[src/rtl/pipeline_hazard_ctrl.sv]
// pipeline_hazard_ctrl
// Hazard and stall controller for the 5-stage pipeline.
//   - Flushes the IF/ID and ID/EX wrong-path instructions on a taken EX redirect.
//   - Freezes the whole pipeline while a push/pop spends STACK_LAT cycles in EX.
//   - Inserts RAW bubbles (load-use only when forwarding exists).
//   - Keeps a saturating count of cycles with pc_en low.
// Build option: define HAZARD_FORWARD_EN when the EX/MEM forwarding paths exist.
//   Only an EX load then stalls, and the mem_* inputs are unused.
// Ports:
//   clk, rst             clock, synchronous active-high reset
//   id_src1/2, *_used    ID source registers and their use flags
//   ex_*                 EX valid, destination, write/load/stack/redirect control
//   mem_*                MEM valid, destination, write enable
//   pc_en, pr1_*, pr2_*  PC and IF/ID, ID/EX enable/flush (combinational)
//   pr3_flush            EX/MEM bubble insert (combinational)
//   stall_cnt            saturating count of frozen-PC cycles (registered)
//   stk_busy             FSM is in STK_STALL (registered)
module pipeline_hazard_ctrl #(
  parameter int unsigned REG_ADDR_W = 3,
  parameter int unsigned STACK_LAT  = 2,
  parameter int unsigned CNT_W      = 16
) (
  input  logic                  clk,
  input  logic                  rst,
  input  logic [REG_ADDR_W-1:0] id_src1,
  input  logic [REG_ADDR_W-1:0] id_src2,
  input  logic                  id_src1_used,
  input  logic                  id_src2_used,
  input  logic                  ex_valid,
  input  logic [REG_ADDR_W-1:0] ex_dst,
  input  logic                  ex_RF_write_en,
  input  logic                  ex_MEM_read,
  input  logic                  ex_is_stack,
  input  logic                  ex_pc_redirect,
  input  logic                  mem_valid,
  input  logic [REG_ADDR_W-1:0] mem_dst,
  input  logic                  mem_RF_write_en,
  output logic                  pc_en,
  output logic                  pr1_en,
  output logic                  pr1_flush,
  output logic                  pr2_en,
  output logic                  pr2_flush,
  output logic                  pr3_flush,
  output logic [CNT_W-1:0]      stall_cnt,
  output logic                  stk_busy
);

  localparam int unsigned STK_CNT_W = 4;
  // The entry cycle is the first freeze, so the down-counter starts at LAT-2.
  localparam logic [STK_CNT_W-1:0] STK_CNT_INIT =
    (STACK_LAT > 1) ? STK_CNT_W'(STACK_LAT - 2) : STK_CNT_W'(0);
  localparam bit STK_STALL_EN = (STACK_LAT > 1);

  typedef enum logic {
    RUN,
    STK_STALL
  } state_e;

  state_e               state_q, state_d;
  logic [STK_CNT_W-1:0] cnt_q, cnt_d;
  logic [CNT_W-1:0]     stall_cnt_q, stall_cnt_d;

  logic ex_hit_en;
  logic mem_hit_en;
  logic hazard;
  logic redirect;
  logic unused_ok;

  // Which pipeline writers can create a RAW hazard in this build.
`ifdef HAZARD_FORWARD_EN
  assign ex_hit_en  = ex_valid & ex_RF_write_en & ex_MEM_read;
  assign mem_hit_en = 1'b0;
  assign unused_ok  = ^{mem_valid, mem_dst, mem_RF_write_en};
`else
  assign ex_hit_en  = ex_valid & ex_RF_write_en;
  assign mem_hit_en = mem_valid & mem_RF_write_en;
  assign unused_ok  = ex_MEM_read;
`endif

  // RAW detection against the used ID sources.
  assign hazard =
    (id_src1_used & ((ex_hit_en  & (ex_dst  == id_src1)) |
                     (mem_hit_en & (mem_dst == id_src1)))) |
    (id_src2_used & ((ex_hit_en  & (ex_dst  == id_src2)) |
                     (mem_hit_en & (mem_dst == id_src2))));

  assign redirect = ex_valid & ex_pc_redirect;

  // Next-state and enable/flush decode.
  always_comb begin
    pc_en     = 1'b1;
    pr1_en    = 1'b1;
    pr2_en    = 1'b1;
    pr1_flush = 1'b0;
    pr2_flush = 1'b0;
    pr3_flush = 1'b0;
    state_d   = state_q;
    cnt_d     = cnt_q;

    if (rst) begin
      pc_en     = 1'b0;
      pr1_flush = 1'b1;
      pr2_flush = 1'b1;
      pr3_flush = 1'b1;
      state_d   = RUN;
      cnt_d     = '0;
    end else if ((state_q == STK_STALL) && (cnt_q != '0)) begin
      // Mid-stall: hold everything, ignore redirect and hazards.
      pc_en     = 1'b0;
      pr1_en    = 1'b0;
      pr2_en    = 1'b0;
      pr3_flush = 1'b1;
      cnt_d     = cnt_q - STK_CNT_W'(1);
    end else begin
      // RUN, or the STK_STALL release cycle (stack entry suppressed there).
      if (state_q == STK_STALL) begin
        state_d = RUN;
      end
      if (redirect) begin
        pr1_flush = 1'b1;
        pr2_flush = 1'b1;
      end else if ((state_q == RUN) && ex_valid && ex_is_stack && STK_STALL_EN) begin
        pc_en     = 1'b0;
        pr1_en    = 1'b0;
        pr2_en    = 1'b0;
        pr3_flush = 1'b1;
        state_d   = STK_STALL;
        cnt_d     = STK_CNT_INIT;
      end else if (hazard) begin
        pc_en     = 1'b0;
        pr1_en    = 1'b0;
        pr2_flush = 1'b1;
      end
    end
  end

  // Saturating stall counter.
  always_comb begin
    stall_cnt_d = stall_cnt_q;
    if (!pc_en && (stall_cnt_q != {CNT_W{1'b1}})) begin
      stall_cnt_d = stall_cnt_q + CNT_W'(1);
    end
  end

  // State registers with synchronous reset.
  always_ff @(posedge clk) begin
    if (rst) begin
      state_q     <= RUN;
      cnt_q       <= '0;
      stall_cnt_q <= '0;
    end else begin
      state_q     <= state_d;
      cnt_q       <= cnt_d;
      stall_cnt_q <= stall_cnt_d;
    end
  end

  assign stall_cnt = stall_cnt_q;
  assign stk_busy  = (state_q == STK_STALL);

endmodule

[config.mk]
export PLATFORM = sky130hd
export DESIGN_NAME = pipeline_hazard_ctrl
export DESIGN_NICKNAME = d
export VERILOG_FILES = /design/src/rtl/pipeline_hazard_ctrl.sv
export SDC_FILE = /design/constraint.sdc
export NUM_CORES = 1
export LEC_CHECK = 0
export BUFFER_PORTS_ARGS = -buffer_cell sky130_fd_sc_hd__buf_4
export CAP_MARGIN = 20
export CORE_MARGIN = 3
export CORE_UTILIZATION = 50
export CTS_CLUSTER_DIAMETER = 200
export DETAILED_ROUTE_END_ITERATION = 6
export PLACE_DENSITY = 0.8
export SLEW_MARGIN = 5
export SYNTH_ARGS = -nofsm -noshare
export SYNTH_HDL_FRONTEND = slang
export SYNTH_SLANG_ARGS = --single-unit
[constraint.sdc]
create_clock -name clk -period 6.14 [get_ports clk]
set_clock_uncertainty 0.2 [all_clocks]
set_input_delay 0.614 -clock clk [delete_from_list [all_inputs] [get_ports clk]]
set_output_delay 0.614 -clock clk [all_outputs]
set_load 0.005 [all_outputs]
==> results.sh, run 1 <==
export IMPL_critPathTopFamily="simple AND/OR/NAND/NOR gates"
export IMPL_slowest_delay_ps=660
export IMPL_dieArea_sq_um=3273
export IMPL_fin_crit_ps=3304
export IMPL_die_y_um=57.21
export IMPL_wire_per_inst_um=13.27
export IMPL_relSlewSlack_pct=50.66
export IMPL_syn_to_final_growth_pct=27.10
export IMPL_path_clk_slew_ps=130
export IMPL_cts_sinks=21
export IMPL_crit_slowest_cell="and3_1"
export IMPL_cts_repair_resized=0
export IMPL_setup_viol=0
export IMPL_grt_use_total_pct=19.26
export IMPL_die_w_um=57.21
export IMPL_synth_top_cell_area_share_pct=32.06
export IMPL_cts_buffers=3
export IMPL_synth_async_sr_flop_share_pct=0
export IMPL_max_clock_path_buffers=2
export IMPL_status="finished, final reports clean"
export IMPL_place_gp_congestion=0.7631
export IMPL_layout_drive_gt1_share_pct=27.67
export IMPL_antenna_found_initial=0
export IMPL_placed_area_sq_um=1639
export IMPL_post_cts_buffers=0
export IMPL_syn_num_nets=190
export IMPL_syn_inst=164
export IMPL_cts_tree="yes"
export IMPL_grt_pass1_vias=1294
export IMPL_timing_final_ws_setup_ps=2836
export IMPL_end_kind="output port"
export IMPL_finalHoldViolations=0
export IMPL_pin_count=46
export IMPL_final_cell_mix="buf_4, nor2_1, dfxtp_1"
export IMPL_path_class="flop to output port"
export IMPL_cp_data_required_time_ps=5330
export IMPL_final_common_cell="buf_4"
export IMPL_stdcell_count=234
export IMPL_dr_pass1_iters=4
export IMPL_grt_pass1_wl_um=5181
export IMPL_initial_core_util_pct=56.04
export IMPL_power_density_nw_per_um2=154.0
export IMPL_synth_area_leaders="dfxtp_1, xor2_1, nor2_1, mux2_2, a21oi_1"
export IMPL_fin_crit_sh_pct=53.81
export IMPL_max_cap_viol_count=0
export IMPL_dp_hpwl_um=2303
export IMPL_seq_area_sq_um=420.4
export IMPL_leakage_uw=0.0006786
export IMPL_rsz0062_at_grt="false"
export IMPL_syn_avg_cell_area_sq_um=7.995
export IMPL_pre_cts_slack_ps=3035
export IMPL_synth_edff_count=0
export IMPL_drt_total_wl_um=3105
export IMPL_synth_seq_area_share_pct=32.06
export IMPL_hp_class="flop to flop"
export IMPL_core_area_sq_um=2340
export IMPL_cts_root_buffer="clkbuf_4"
export IMPL_n_antenna_cell=0
export IMPL_netlist_area_sq_um=1311
export IMPL_cts_hold_buf=0
export IMPL_vias=1338
export IMPL_synth_top_area_cell="dfxtp_1"
export IMPL_htree_levels=1
export IMPL_fin_nets=233
export IMPL_fin_setup_tns_ps=0
export IMPL_crit_fanout=24
export IMPL_ys_warn_count=0
export IMPL_yosysUniqueCellTypes=32
export IMPL_remaining_drc_errors=0
export IMPL_crit_buf_inv=2
export IMPL_rows=17
export IMPL_vias_per_cell=5.718
export IMPL_fin_area_sq_um=1667
export IMPL_nFillCells=193
export IMPL_worst_setup_path_start_kind="flop"
export IMPL_tightestPinTransition_ps=740.2
export IMPL_grt_max_degree=30
export IMPL_ys_flop_type="dfxtp_1"
export IMPL_max_freq_mhz=302.6
export IMPL_ir_drop_mv=0.1041
export IMPL_final_antenna_net_count=0
export IMPL_multi_input_area_sq_um=827.0
export IMPL_clk_latency_ps=310
export IMPL_port_buffers=44
export IMPL_path_cells="inv_1 > ha_1 > nor3b_1 > o21ai_0 > o211ai_1 > and3_1 > buf_4"
export IMPL_placed_cells=230
export IMPL_grt_overflow=0
export IMPL_final_util_pct=71.23
export IMPL_cp_data_arrival_time_ps=2490
export IMPL_drt_iter0_drc=41
export IMPL_maxSlewViolCount=0
export IMPL_ys_ff_latch=21
==> routing by layer <==
layer,global-route usage [%],part of all wire [%],vias to the layer above
li1,-,-,668
met1,21.92,42,615
met2,36.87,50,51
met3,3.620,7.0,4
met4,3.974,0.87,0
met5,0,0,-
==> cells by family (layout without fill, tap and decap cells) <==
| family | Yosys count | after routing | share of synthesized area (%) |
|---|---|---|---|
| and+or+nand+nor | 78 | 78 | 31.77 |
| AOI/OAI and AO/OA | 27 | 27 | 12.31 |
| DFF | 21 | 21 | 32.06 |
| xor gates and xnor gates | 14 | 14 | 9.351 |
| buffers and inverters | 13 | 55 | 4.867 |
| muxes | 8 | 8 | 6.775 |
| adders and majority gates | 3 | 3 | 2.863 |
==> final timing paths <==
kind         cells past startpoint           from             to  slack (ps)
max                              7       cnt_q[0]          pc_en        2840
min                              2  stall_cnt[13]  stall_cnt[13]         320
max reg2reg                      8       cnt_q[0]   stall_cnt[3]        3300
min reg2reg                      2  stall_cnt[13]  stall_cnt[13]         320
==> Yosys cell counts, types with 3 or more instances <==
master    count
nor2_1       24
dfxtp_1      21
xor2_1       14
a21oi_1      12
nand2_1      11
inv_1         7
mux2_2        7
or4_1         7
nor2b_1       6
o21ai_0       6
nor4_1        5
o31ai_1       5
ha_1          3
nand2b_1      3
nand3_1       3
nand4_1       3
nor3_1        3
nor3b_1       3
==> final cells by class <==
type / instances / area share, %
multi-input combinational: 130 / 49.62
clock inverter: 1 / 0.3003
sequential: 21 / 25.23
tap: 28 / 2.102
timing repair buffer: 44 / 19.82
clock buffer: 3 / 1.351
inverter: 7 / 1.577
==> metrics by stage <==
step	power [uW]	hold slack, ps
after detailed placement	189.5	291.4
final	256.6	323.4
after floorplan	167.3	270.7
after CTS	258.7	312.8
after global routing	267.9	330.1
after global placement	187.3	268.0
==> registers in the layout, indices dropped and copies added (netlist names) <==
name and cells:
stk_busy 1, stall_cnt 16, cnt_q 4
==> power breakdown <==
| part | switching [uW] | internal (uW) | leakage (uW) |
|---|---|---|---|
| logic | 21.5 | 23.7 | 0.000491 |
| clock network | 46.2 | 24.3 | 0.0000177 |
| registers | 2.44 | 138 | 0.000170 |
| total | 70.2 | 186 | 0.000679 |
==> worst min-delay path, cell delays in order, from the launching register on <==
cell and delay (ps):
dfxtp_1 360, o31ai_1 70, a21oi_1 60
(Power assumes the default switching activity.)
==> run 2: changes to the inputs <==
--- a/config.mk
+++ b/config.mk
@@ -8,10 +8,10 @@
 export BUFFER_PORTS_ARGS = -buffer_cell sky130_fd_sc_hd__buf_4
 export CAP_MARGIN = 20
 export CORE_MARGIN = 3
-export CORE_UTILIZATION = 50
+export CORE_UTILIZATION = 49
 export CTS_CLUSTER_DIAMETER = 200
 export DETAILED_ROUTE_END_ITERATION = 6
-export PLACE_DENSITY = 0.8
+export PLACE_DENSITY = 0.79
 export SLEW_MARGIN = 5
 export SYNTH_ARGS = -nofsm -noshare
 export SYNTH_HDL_FRONTEND = slang
==> constraint.sdc (replaced) <==
create_clock -name clk -period 3.45 [get_ports clk]
set_clock_uncertainty 0.2 [all_clocks]
set_input_delay 0.345 -clock clk [delete_from_list [all_inputs] [get_ports clk]]
set_output_delay 0.345 -clock clk [all_outputs]
set_load 0.005 [all_outputs]
==> results.sh, run 2 (synthesis gave the netlist of run 1 again) <==
export IMPL_path_cells="inv_1 > ha_1 > nor3b_1 > nor2_1 > nor2_1 > and3_1 > buf_4"
export IMPL_rows=18
export IMPL_cp_data_arrival_time_ps=2320
export IMPL_slowest_delay_ps=640
export IMPL_final_antenna_net_count=0
export IMPL_maxSlewViolCount=0
export IMPL_relSlewSlack_pct=51.14
export IMPL_port_buffers=44
export IMPL_vias=1316
export IMPL_cp_common_cell="nor2_1"
export IMPL_wire_per_inst_um=12.54
export IMPL_grt_use_total_pct=18.53
export IMPL_ir_drop_mv=0.2381
export IMPL_path_class="flop to output port"
export IMPL_vias_per_cell=5.576
export IMPL_max_clock_path_buffers=2
export IMPL_cp_data_required_time_ps=2900
export IMPL_wl_met3_um=202
export IMPL_core_area_sq_um=2500
export IMPL_cts_hold_buf=0
export IMPL_min_from="rst"
export IMPL_n_antenna_cell=0
export IMPL_final_util_pct=66.72
export IMPL_grt_pass1_vias=1221
export IMPL_worst_setup_path_start_kind="flop"
export IMPL_setup_viol=0
export IMPL_max_cap_viol_count=0
export IMPL_min_to="cnt_q[0]"
export IMPL_wl_met1_um=1256
export IMPL_final_cell_mix="buf_4, nor2_1, dfxtp_1"
export IMPL_highest_layer="met4"
export IMPL_place_gp_congestion=0.7676
export IMPL_syn_to_final_growth_pct=27.19
export IMPL_r2r_start="cnt_q[0]"
export IMPL_rsz0062_at_grt="false"
export IMPL_seq_area_sq_um=420.4
export IMPL_fin_setup_tns_ps=0
export IMPL_initial_core_util_pct=52.45
export IMPL_nFillCells=210
export IMPL_hp_class="primary input to flop"
export IMPL_cts_tree="yes"
export IMPL_cts_repair_resized=0
export IMPL_grt_pass1_wl_um=4954
export IMPL_grt_overflow=0
export IMPL_grt_max_degree=30
export IMPL_leakage_uw=0.0006759
export IMPL_clk_latency_ps=300
export IMPL_crit_fanout=24
export IMPL_end_kind="output port"
export IMPL_post_cts_buffers=0
export IMPL_status="finished, final reports clean"
export IMPL_die_y_um=57.73
export IMPL_multi_input_area_sq_um=827.0
export IMPL_layout_drive_gt1_share_pct=27.18
export IMPL_cts_buffers=3
export IMPL_dr_pass1_iters=4
export IMPL_dieArea_sq_um=3333
export IMPL_wl_met2_um=1460
export IMPL_tightestPinTransition_ps=733.0
export IMPL_pin_count=46
export IMPL_r2r_end="stall_cnt[3]"
export IMPL_drt_total_wl_um=2959
export IMPL_dp_hpwl_um=2299
export IMPL_cts_root_buffer="clkbuf_4"
export IMPL_path_clk_slew_ps=110
export IMPL_fin_nets=233
export IMPL_finalHoldViolations=0
export IMPL_hold_depth=2
export IMPL_crit_slowest_cell="and3_1"
export IMPL_worst_r2r_cell_count=8
export IMPL_r2r_slack_ps=790
export IMPL_htree_levels=1
export IMPL_antenna_found_initial=0
export IMPL_cts_sinks=21
export IMPL_power_density_nw_per_um2=268.7
export IMPL_final_common_cell="buf_4"
export IMPL_largest_reg_flops=16
export IMPL_fin_crit_sh_pct=83.05
export IMPL_die_w_um=57.73
export IMPL_max_freq_mhz=349.0
export IMPL_drt_iter0_drc=42
export IMPL_fin_crit_ps=2865
export IMPL_remaining_drc_errors=0
[run 2: area by class of cell]
cell class                 count  area share (%)
inverter                       7           1.575
timing repair buffer          44           19.80
sequential                    21           25.21
clock buffer                   4           1.575
multi-input combinational    130           49.59
tap                           30           2.251
[run 2: critical path: cells and delay by family, from the launching register on]
kind	cells	cell delay, ps
adder cells (fa/ha/maj)	1	140
flip-flops	1	360
buffers and inverters	2	310
AND/OR/NAND/NOR	4	1200
[run 2: power breakdown]
part | switching (uW) | internal (uW)
Combinational | 37.9 | 42.0
Sequential | 4.37 | 246
Clock | 72.6 | 45.1
[run 2: stage by stage]
step | setup WS (ps) | cells | area, sq um | total power, uW | hold WS, ps
global route | 339.4 | 236 | 1668 | 469.6 | 208.7
finish | 584.8 | 236 | 1668 | 448.2 | 190.2
CTS | 561.3 | 236 | 1668 | 451.8 | 184.3
detailed placement | 771.4 | 232 | 1642 | 337.0 | 286.7
global placement | 836.8 | 232 | 1642 | 333.8 | 269.5
floorplan | 1053 | 164 | 1311 | 297.7 | 270.7
[run 2: worst max-delay path by stage]
stage	endpoint	cells after the start	start	slack (ps)
floorplan	stall_cnt[3]	10	cnt_q[0]	1050
global placement	stall_cnt[3]	8	cnt_q[0]	840
detailed placement	stall_cnt[3]	8	cnt_q[0]	770
CTS	pc_en	7	cnt_q[0]	560
global route	pc_en	7	cnt_q[0]	340
finish	pc_en	7	cnt_q[0]	580
[run 2: per-layer routing]
layer / up-vias / global-route usage [%]
met5: - / 0
met4: 0 / 7.285
met3: 4 / 3.118
met2: 52 / 33.06
met1: 599 / 21.93
li1: 661 / -
==> run 3: changes to the inputs <==
--- a/config.mk
+++ b/config.mk
@@ -8,10 +8,10 @@
 export BUFFER_PORTS_ARGS = -buffer_cell sky130_fd_sc_hd__buf_4
 export CAP_MARGIN = 20
 export CORE_MARGIN = 3
-export CORE_UTILIZATION = 49
+export CORE_UTILIZATION = 44
 export CTS_CLUSTER_DIAMETER = 200
 export DETAILED_ROUTE_END_ITERATION = 6
-export PLACE_DENSITY = 0.79
+export PLACE_DENSITY = 0.75
 export SLEW_MARGIN = 5
 export SYNTH_ARGS = -nofsm -noshare
 export SYNTH_HDL_FRONTEND = slang
==> constraint.sdc (replaced) <==
create_clock -name clk -period 2.6 [get_ports clk]
set_clock_uncertainty 0.2 [all_clocks]
set_input_delay 0.26 -clock clk [delete_from_list [all_inputs] [get_ports clk]]
set_output_delay 0.26 -clock clk [all_outputs]
set_load 0.005 [all_outputs]
==> results.sh, run 3 (synthesis gave the netlist of run 1 again) <==
export IMPL_status="finished, final reports clean"
export IMPL_max_cap_viol_count=0
export IMPL_grt_max_degree=30
export IMPL_vias=1321
export IMPL_fin_crit_ps=2414
export IMPL_max_freq_mhz=414.2
export IMPL_wl_met2_um=1532
export IMPL_dp_hpwl_um=2337
export IMPL_die_w_um=60.59
export IMPL_cts_sinks=21
export IMPL_drt_iter0_drc=93
export IMPL_port_buffers=44
export IMPL_max_clock_path_buffers=2
export IMPL_end_kind="flop"
export IMPL_final_cell_mix="buf_4, nor2_1, dfxtp_1"
export IMPL_fin_crit_sh_pct=92.85
export IMPL_power_density_nw_per_um2=354.1
export IMPL_largest_reg_flops=16
export IMPL_cts_tree="yes"
export IMPL_cts_hold_buf=0
export IMPL_place_gp_congestion=0.7670
export IMPL_clk_latency_ps=300
export IMPL_path_class="flop to flop"
export IMPL_grt_overflow=0
export IMPL_r2r_slack_ps=190
export IMPL_cp_data_arrival_time_ps=2460
export IMPL_crit_fanout=19
export IMPL_pre_cts_slack_ps=69.15
export IMPL_vias_per_cell=5.550
export IMPL_cts_root_buffer="clkbuf_4"
export IMPL_leakage_uw=0.0006877
export IMPL_wire_per_inst_um=12.45
export IMPL_wl_met1_um=1249
export IMPL_dieArea_sq_um=3671
export IMPL_layout_drive_gt1_share_pct=29.47
export IMPL_grt_pass1_vias=1272
export IMPL_hp_class="primary input to flop"
export IMPL_wl_met3_um=146
export IMPL_tightestPinTransition_ps=511.9
export IMPL_setup_viol=0
export IMPL_highest_layer="met4"
export IMPL_fin_setup_tns_ps=0
export IMPL_finalHoldViolations=0
export IMPL_pin_count=46
export IMPL_dr_pass1_iters=4
export IMPL_syn_to_final_growth_pct=29.58
export IMPL_relSlewSlack_pct=65.75
export IMPL_grt_pass1_wl_um=5016
export IMPL_ir_drop_mv=0.1856
export IMPL_antenna_found_initial=0
export IMPL_htree_levels=1
export IMPL_final_antenna_net_count=0
export IMPL_cts_buffers=3
export IMPL_final_common_cell="buf_4"
export IMPL_n_antenna_cell=0
export IMPL_cp_data_required_time_ps=2640
export IMPL_core_area_sq_um=2805
export IMPL_maxSlewViolCount=0
export IMPL_fin_nets=234
export IMPL_initial_core_util_pct=46.74
export IMPL_die_y_um=60.59
export IMPL_rows=19
export IMPL_grt_use_total_pct=17.29
export IMPL_path_clk_slew_ps=110
export IMPL_rsz0062_at_grt="false"
export IMPL_worst_setup_path_start_kind="flop"
export IMPL_remaining_drc_errors=0
export IMPL_drt_total_wl_um=2963
export IMPL_timing_final_ws_setup_ps=185.8
==> run 3: area by class of cell <==
type / instances / area [sq um]
clock buffer: 4 / 26.28
fill: 262 / 1106
inverter: 7 / 26.28
multi-input combinational: 130 / 835.8
sequential: 21 / 421.7
tap: 31 / 38.79
timing repair buffer: 45 / 350.3
==> run 3: worst max-delay path, stage by stage, from the launching register on <==
cell      delay, ps
dfxtp_2         370
inv_1            70
ha_1            180
nor3b_2         170
o21ai_1         160
o211ai_1        100
and3_2          290
buf_12          170
or4_1           500
a21oi_1         150
==> run 3: final timing paths <==
kind            startpoint            end  cells past startpoint
max               cnt_q[0]  stall_cnt[10]                      9
min                    rst       cnt_q[0]                      2
max reg2reg       cnt_q[0]  stall_cnt[10]                      9
min reg2reg  stall_cnt[14]  stall_cnt[14]                      2
==> run 3: per-stage QoR <==
stage	hold WS [ps]	total power, uW	instances	cell area [sq um]	utilization [%]
global route	125.7	636.0	238	1699	60.57
finish	110.1	601.7	238	1699	60.57
CTS	100.2	611.9	238	1689	60.21
global placement	272.6	448.6	234	1663	59.28
floorplan	249.5	395.1	164	1311	-
detailed placement	283.0	452.0	234	1663	59.28
==> run 3: power breakdown <==
group          switching (uW)  internal, uW  total, uW
Combinational            51.3          60.9        112
Clock                    97.0          59.8        157
Sequential               5.94           327        333
==> run 3: what timing repair did <==
item,4_1_cts,5_1_grt
gates resized for setup,0,5
setup buffers,0,0
endpoints found under the hold margin,0,0
endpoints found under the setup margin,0,12
==> run 3: per-layer routing <==
metal,vias to the layer above,global-route usage (%)
met5,-,0
met4,0,5.573
met3,4,3.191
met2,37,32.21
met1,604,19.67
li1,676,-
